===== src/rtl/lfsr_pkg.sv =====
// Shared constants for the parametrised LFSR generator: structure selectors
// and maximal-length tap masks for the common widths.
package lfsr_pkg;

   localparam int MODE_FIB = 0;
   localparam int MODE_GAL = 1;

   localparam logic [3:0]  TAPS4  = 4'hC;
   localparam logic [7:0]  TAPS8  = 8'hB8;
   localparam logic [15:0] TAPS16 = 16'hB400;
   localparam logic [31:0] TAPS32 = 32'h80200003;

endpackage


===== src/rtl/lfsr_step.sv =====
// One combinational LFSR shift, Fibonacci or Galois.
// Latency: none. Backpressure: none, pure function of the input state.
// Tap bits at or above WIDTH are dropped.
module lfsr_step
   import lfsr_pkg::*;
#(
   parameter int          WIDTH = 16,
   parameter logic [31:0] TAPS  = 32'h0000_B400,
   parameter int          MODE  = MODE_FIB
) (
   input  logic [WIDTH-1:0] state,
   output logic [WIDTH-1:0] next_state,
   output logic             shifted
);

   localparam logic [WIDTH-1:0] TMASK = TAPS[WIDTH-1:0];

   generate
      if (MODE == MODE_GAL) begin : g_gal
         assign shifted    = state[0];
         assign next_state = (state >> 1) ^ (state[0] ? TMASK : '0);
      end else begin : g_fib
         assign shifted    = state[WIDTH-1];
         assign next_state = {state[WIDTH-2:0], ^(state & TMASK)};
      end
   endgenerate

endmodule


===== src/rtl/lfsr_gen.sv =====
// Parametrised LFSR with seed load, zero-seed substitution and period measurement.
// Latency: one clock from en/load to state; all outputs registered.
// Backpressure: none; en gates advance, load has priority over en.
module lfsr_gen
   import lfsr_pkg::*;
#(
   parameter int          WIDTH        = 16,
   parameter logic [31:0] TAPS         = 32'h0000_B400,
   parameter int          MODE         = MODE_FIB,
   parameter int          STEPS        = 1,
   parameter logic [31:0] SEED_DEFAULT = 32'd1
) (
   input  logic             clk,
   input  logic             reset,
   input  logic             en,
   input  logic             load,
   input  logic [WIDTH-1:0] seed,
   output logic [WIDTH-1:0] state,
   output logic [STEPS-1:0] bits_out,
   output logic             seed_err,
   output logic             period_done,
   output logic [WIDTH-1:0] period_len
);

   localparam logic [WIDTH-1:0] SEED_DEF = SEED_DEFAULT[WIDTH-1:0];

   logic [WIDTH-1:0] chain [STEPS+1];
   logic [STEPS-1:0] shifted;
   logic [WIDTH-1:0] ref_seed;
   logic [WIDTH-1:0] cnt;
   logic [WIDTH-1:0] cnt_inc;
   logic [WIDTH-1:0] seed_sel;

   assign chain[0] = state;

   generate
      for (genvar g = 0; g < STEPS; g++) begin : g_chain
         lfsr_step #(
            .WIDTH (WIDTH),
            .TAPS  (TAPS),
            .MODE  (MODE)
         ) u_step (
            .state      (chain[g]),
            .next_state (chain[g+1]),
            .shifted    (shifted[g])
         );
      end
   endgenerate

   // A zero seed would lock the register at zero forever, so substitute.
   assign seed_sel = (seed == '0) ? SEED_DEF : seed;
   assign cnt_inc  = (&cnt) ? cnt : cnt + WIDTH'(1);

   always_ff @(posedge clk or posedge reset) begin
      if (reset) begin
         state       <= SEED_DEF;
         ref_seed    <= SEED_DEF;
         cnt         <= '0;
         bits_out    <= '0;
         seed_err    <= 1'b0;
         period_done <= 1'b0;
         period_len  <= '0;
      end else begin
         seed_err    <= 1'b0;
         period_done <= 1'b0;
         if (load) begin
            state    <= seed_sel;
            ref_seed <= seed_sel;
            cnt      <= '0;
            seed_err <= (seed == '0);
         end else if (en) begin
            state    <= chain[STEPS];
            bits_out <= shifted;
            // Only the post-cycle state is compared; intermediate steps are not.
            if (chain[STEPS] == ref_seed) begin
               period_done <= 1'b1;
               period_len  <= cnt_inc;
               cnt         <= '0;
            end else begin
               cnt <= cnt_inc;
            end
         end
      end
   end

endmodule

===== config.mk =====
export PLATFORM = sky130hd
export DESIGN_NAME = lfsr_gen
export DESIGN_NICKNAME = d
export VERILOG_FILES = /design/src/rtl/lfsr_pkg.sv /design/src/rtl/lfsr_step.sv /design/src/rtl/lfsr_gen.sv
export SDC_FILE = /design/constraint.sdc
export NUM_CORES = 1
export LEC_CHECK = 0
export ABC_CLOCK_PERIOD_IN_PS = 3500
export BUFFER_PORTS_ARGS = -buffer_cell sky130_fd_sc_hd__buf_2
export CAP_MARGIN = 20
export CORE_MARGIN = 2
export CORE_UTILIZATION = 60
export DETAILED_ROUTE_END_ITERATION = 6
export GPL_ROUTABILITY_DRIVEN = 0
export GPL_TIMING_DRIVEN = 0
export HOLD_SLACK_MARGIN = 0.12
export PLACE_DENSITY = 0.85
export SLEW_MARGIN = 30
export SYNTH_ARGS = -nofsm -noshare
export SYNTH_HDL_FRONTEND = slang
export SYNTH_SLANG_ARGS = --single-unit
export TNS_END_PERCENT = 10

===== constraint.sdc =====
create_clock -name clk -period 3.5 [get_ports clk]
set_input_delay 0.175 -clock clk [delete_from_list [all_inputs] [get_ports clk]]
set_output_delay 0.175 -clock clk [all_outputs]
set_load 0.02 [all_outputs]

==> qor.txt <==
Maximum operating frequency = 379.8 MHz
Via count of the first global-routing pass = 2819
Worst relative slew slack = 54.57%
Cell Area, Synth = 0.003289 mm²
CTS root buffer = clkbuf_8
Buffers on Ports = 53
Cell breakdown of the critical path = xnor2_1, nand4_1, nor4_1, a21oi_1, clkbuf_1, a21o_1, a22o_1
Post-route cell area = 0.004015 mm²
I/O pin total = 55
Global-route congestion overflow total = 0
Asr flop ratio synth = 100.0%
Critical Path Slowest Stage Cell = nor4_1
Post-DRT Antenna Nets = 0
Initial DRT Pass Iterations = 4
Initial DRC Count = 238
Max-cap viol count = 0
Post-Route Utilization = 77.14%
Number of setup buffers added after CTS = 0
Overall global routing resource usage = 29.11%
Critical path required time = 3.72 ns
Die boundary height = 78.04 µm
Area of the core = 0.005205 mm²
Area taken by multi-input logic gates = 0.001430 mm²
Routed via count divided by cell count = 5.715
Layout cells sized above 1 = 20.24%
Total power density per cell area = 432.1 mW/mm²
Maximum buffer depth of the clock tree = 2
# setup viols final = 0
Final worst-path cycle share = 75.23%
Clock latency on the worst-skew pair = 0.33 ns
Number of stages on the worst hold path = 3
Unrepaired setup endpoints after global routing = no
Most frequently used flop master after synthesis = dfrtp_1
Worst reg2reg path startpoint = state[12]
Reg-to-reg setup timing slack = 0.87 ns
Start-to-end type of the worst setup path = reg -> reg
FF-to-FF path depth = 7
Largest net degree at the start of global routing = 39
Number of standard-cell rows in the floorplan = 26
Sequential cell area = 0.001679 mm²
Data arrival time at the worst-slack endpoint = 2.85 ns
Area of placed instances = 0.003665 mm²
#FFs+latches synth = 67
Number of remaining DRC errors = 0
Routed wirelength normalized by instance count = 16.59 µm
Filler Cell Count = 363
Worst path max stage delay = 0.63 ns
Average instance area after synthesis = 9.703 µm²
Fin Setup TNS = 0 ns
Commonest non-fill, non-tap cell in the layout = dfrtp_1
Actual slew at the worst max-slew pin = 0.6751 ns
Routed Wire Length = 8213 µm
TritonCTS clock tree = yes
Area delta synth->final = 22.06%
Max-slew violation total from the final report = 0
Number of warnings issued by yosys = 0
Worst IR drop on VDD = 0.3044 mV
Lkg Pwr = 1.964 nW
Top fanout value on the critical path = 10
Result of the run = complete, no violations
Number of antenna violations at the first check in global routing = 0
Crit path setup slack, layout = 0.8669 ns
Global-route wire length before repair = 13730 µm
Fin nets = 441
Die W = 78.04 µm
HPWL Detailed = 5131 µm
Cell count after placement = 463
DR vias = 2829
Total count of hold-check failures in the final report = 0
Worst setup EP type = flop
Top library cells by usage in the layout, fill and taps aside = 65 x dfrtp_1, 56 x buf_2, 47 x nand2_1
Hold Path Class = in -> reg
HP Start = seed[0]
Destination of the worst hold path = state[0]
H-tree levels = 3
Count of unique library cells instantiated by Yosys = 40
Number of sinks on the clock net = 67
Crit path launch type = flop
Syn_nets = 360
Cell family with the largest share of critical-path delay = simple AND/OR/NAND/NOR gates
# diodes = 0
Initial core utilization = 63.20%
Worst path buffer plus inverter count = 1
Die Area = 0.006090 mm²
Clock-pin slew on the worst setup and hold paths = 0.07 ns
Cells after Synth = 339
Setup slack after placement = 1.053 ns
Sequential-to-total area share from yosys stat = 51.05%
Worst hold slack across all endpoints = 0.1772 ns
Filler-free cell count of the finished design = 495
TritonCTS buffer count = 9
Total power draw = 1.735 mW
Minimum clock period after layout = 2.633 ns
Worst Clk Skew = 0.006093 ns
Critical register-to-register path endpoint = cnt[4]
Number of flops mapped to enable cells by yosys = 0
-- area by class of cell --
class	instances	area share, %
Sequential cell	67	41.82
Clock buffer	13	4.207
Tap cell	70	2.181
Clock inverter	3	0.5298
Timing Repair Buffer	70	11.09
Inverter	23	2.213
Buffer	20	2.337
Multi-Input combinational cell	229	35.62
-- power breakdown --
part	switching (mW)	total [mW]	internal, mW
combinational	0.147	0.252	0.105
clock	0.299	0.615	0.316
sequential	0.0503	0.867	0.817
-- worst max-delay path by stage --
stage          startpoint              to  cells past startpoint
2_1_floorplan      cnt[0]         cnt[10]                      9
3_3_place_gp        reset  period_len[11]                      2
3_5_place_dp    state[12]          cnt[4]                      7
4_1_cts         state[12]          cnt[4]                      7
5_1_grt         state[12]   period_len[0]                      8
6_report        state[12]          cnt[4]                      7
-- routing by layer --
layer | part of all wire (%) | GRT usage (%) | vias up
li1 | - | - | 1321
met1 | 42 | 36.86 | 1351
met2 | 49 | 48.19 | 127
met3 | 5.5 | 4.828 | 30
met4 | 3.6 | 15.61 | 0
met5 | 0 | 0 | -
-- sequential cells by signal, indices dropped and copies added, names as in the netlist --
register and count:
period_done 1, cnt 16, period_len 16, state 16
bits_out 1, ref_seed 16, seed_err 1
-- synthesized netlist by cell type (4+ instances only) --
library cell / n / area (µm²)
o21ai_0: 46 / 230.2
a21oi_1: 8 / 40.04
xnor2_1: 21 / 183.9
mux2i_1: 19 / 190.2
xor2_1: 10 / 87.58
clkbuf_1: 13 / 48.80
nor2_1: 12 / 45.04
a22o_1: 5 / 43.79
a21o_1: 6 / 45.04
inv_1: 23 / 86.33
nand4_1: 7 / 43.79
nand3_1: 10 / 50.05
o21ai_1: 4 / 20.02
dfrtp_1: 65 / 1627
nor4_1: 7 / 43.79
nand2_1: 47 / 176.4
-- tightest hold or removal path: stages --
cell     delay [ns]
buf_2          0.09
o21ai_0        0.11
o21ai_0        0.09
-- what timing repair did --
action | in CTS | in global routing
hold endpoints to repair | 56 | 0
resized for setup | 0 | 0
hold buffers | 16 | 0
-- cell families (layout without fill, tap and decap cells) --
| logic type | count (synthesis) | count (layout) | share of synthesized area (%) |
|---|---|---|---|
| buffers and inverters | 43 | 129 | 5.477 |
| xor gates and xnor gates | 31 | 31 | 8.254 |
| adders and majority gates | 1 | 1 | 0.3803 |
| AOI/OAI and AO/OA | 78 | 78 | 14.26 |
| DFF | 67 | 67 | 51.05 |
| muxes | 21 | 21 | 6.466 |
| and+or+nand+nor | 98 | 98 | 14.11 |
(Power assumes the default switching activity.)
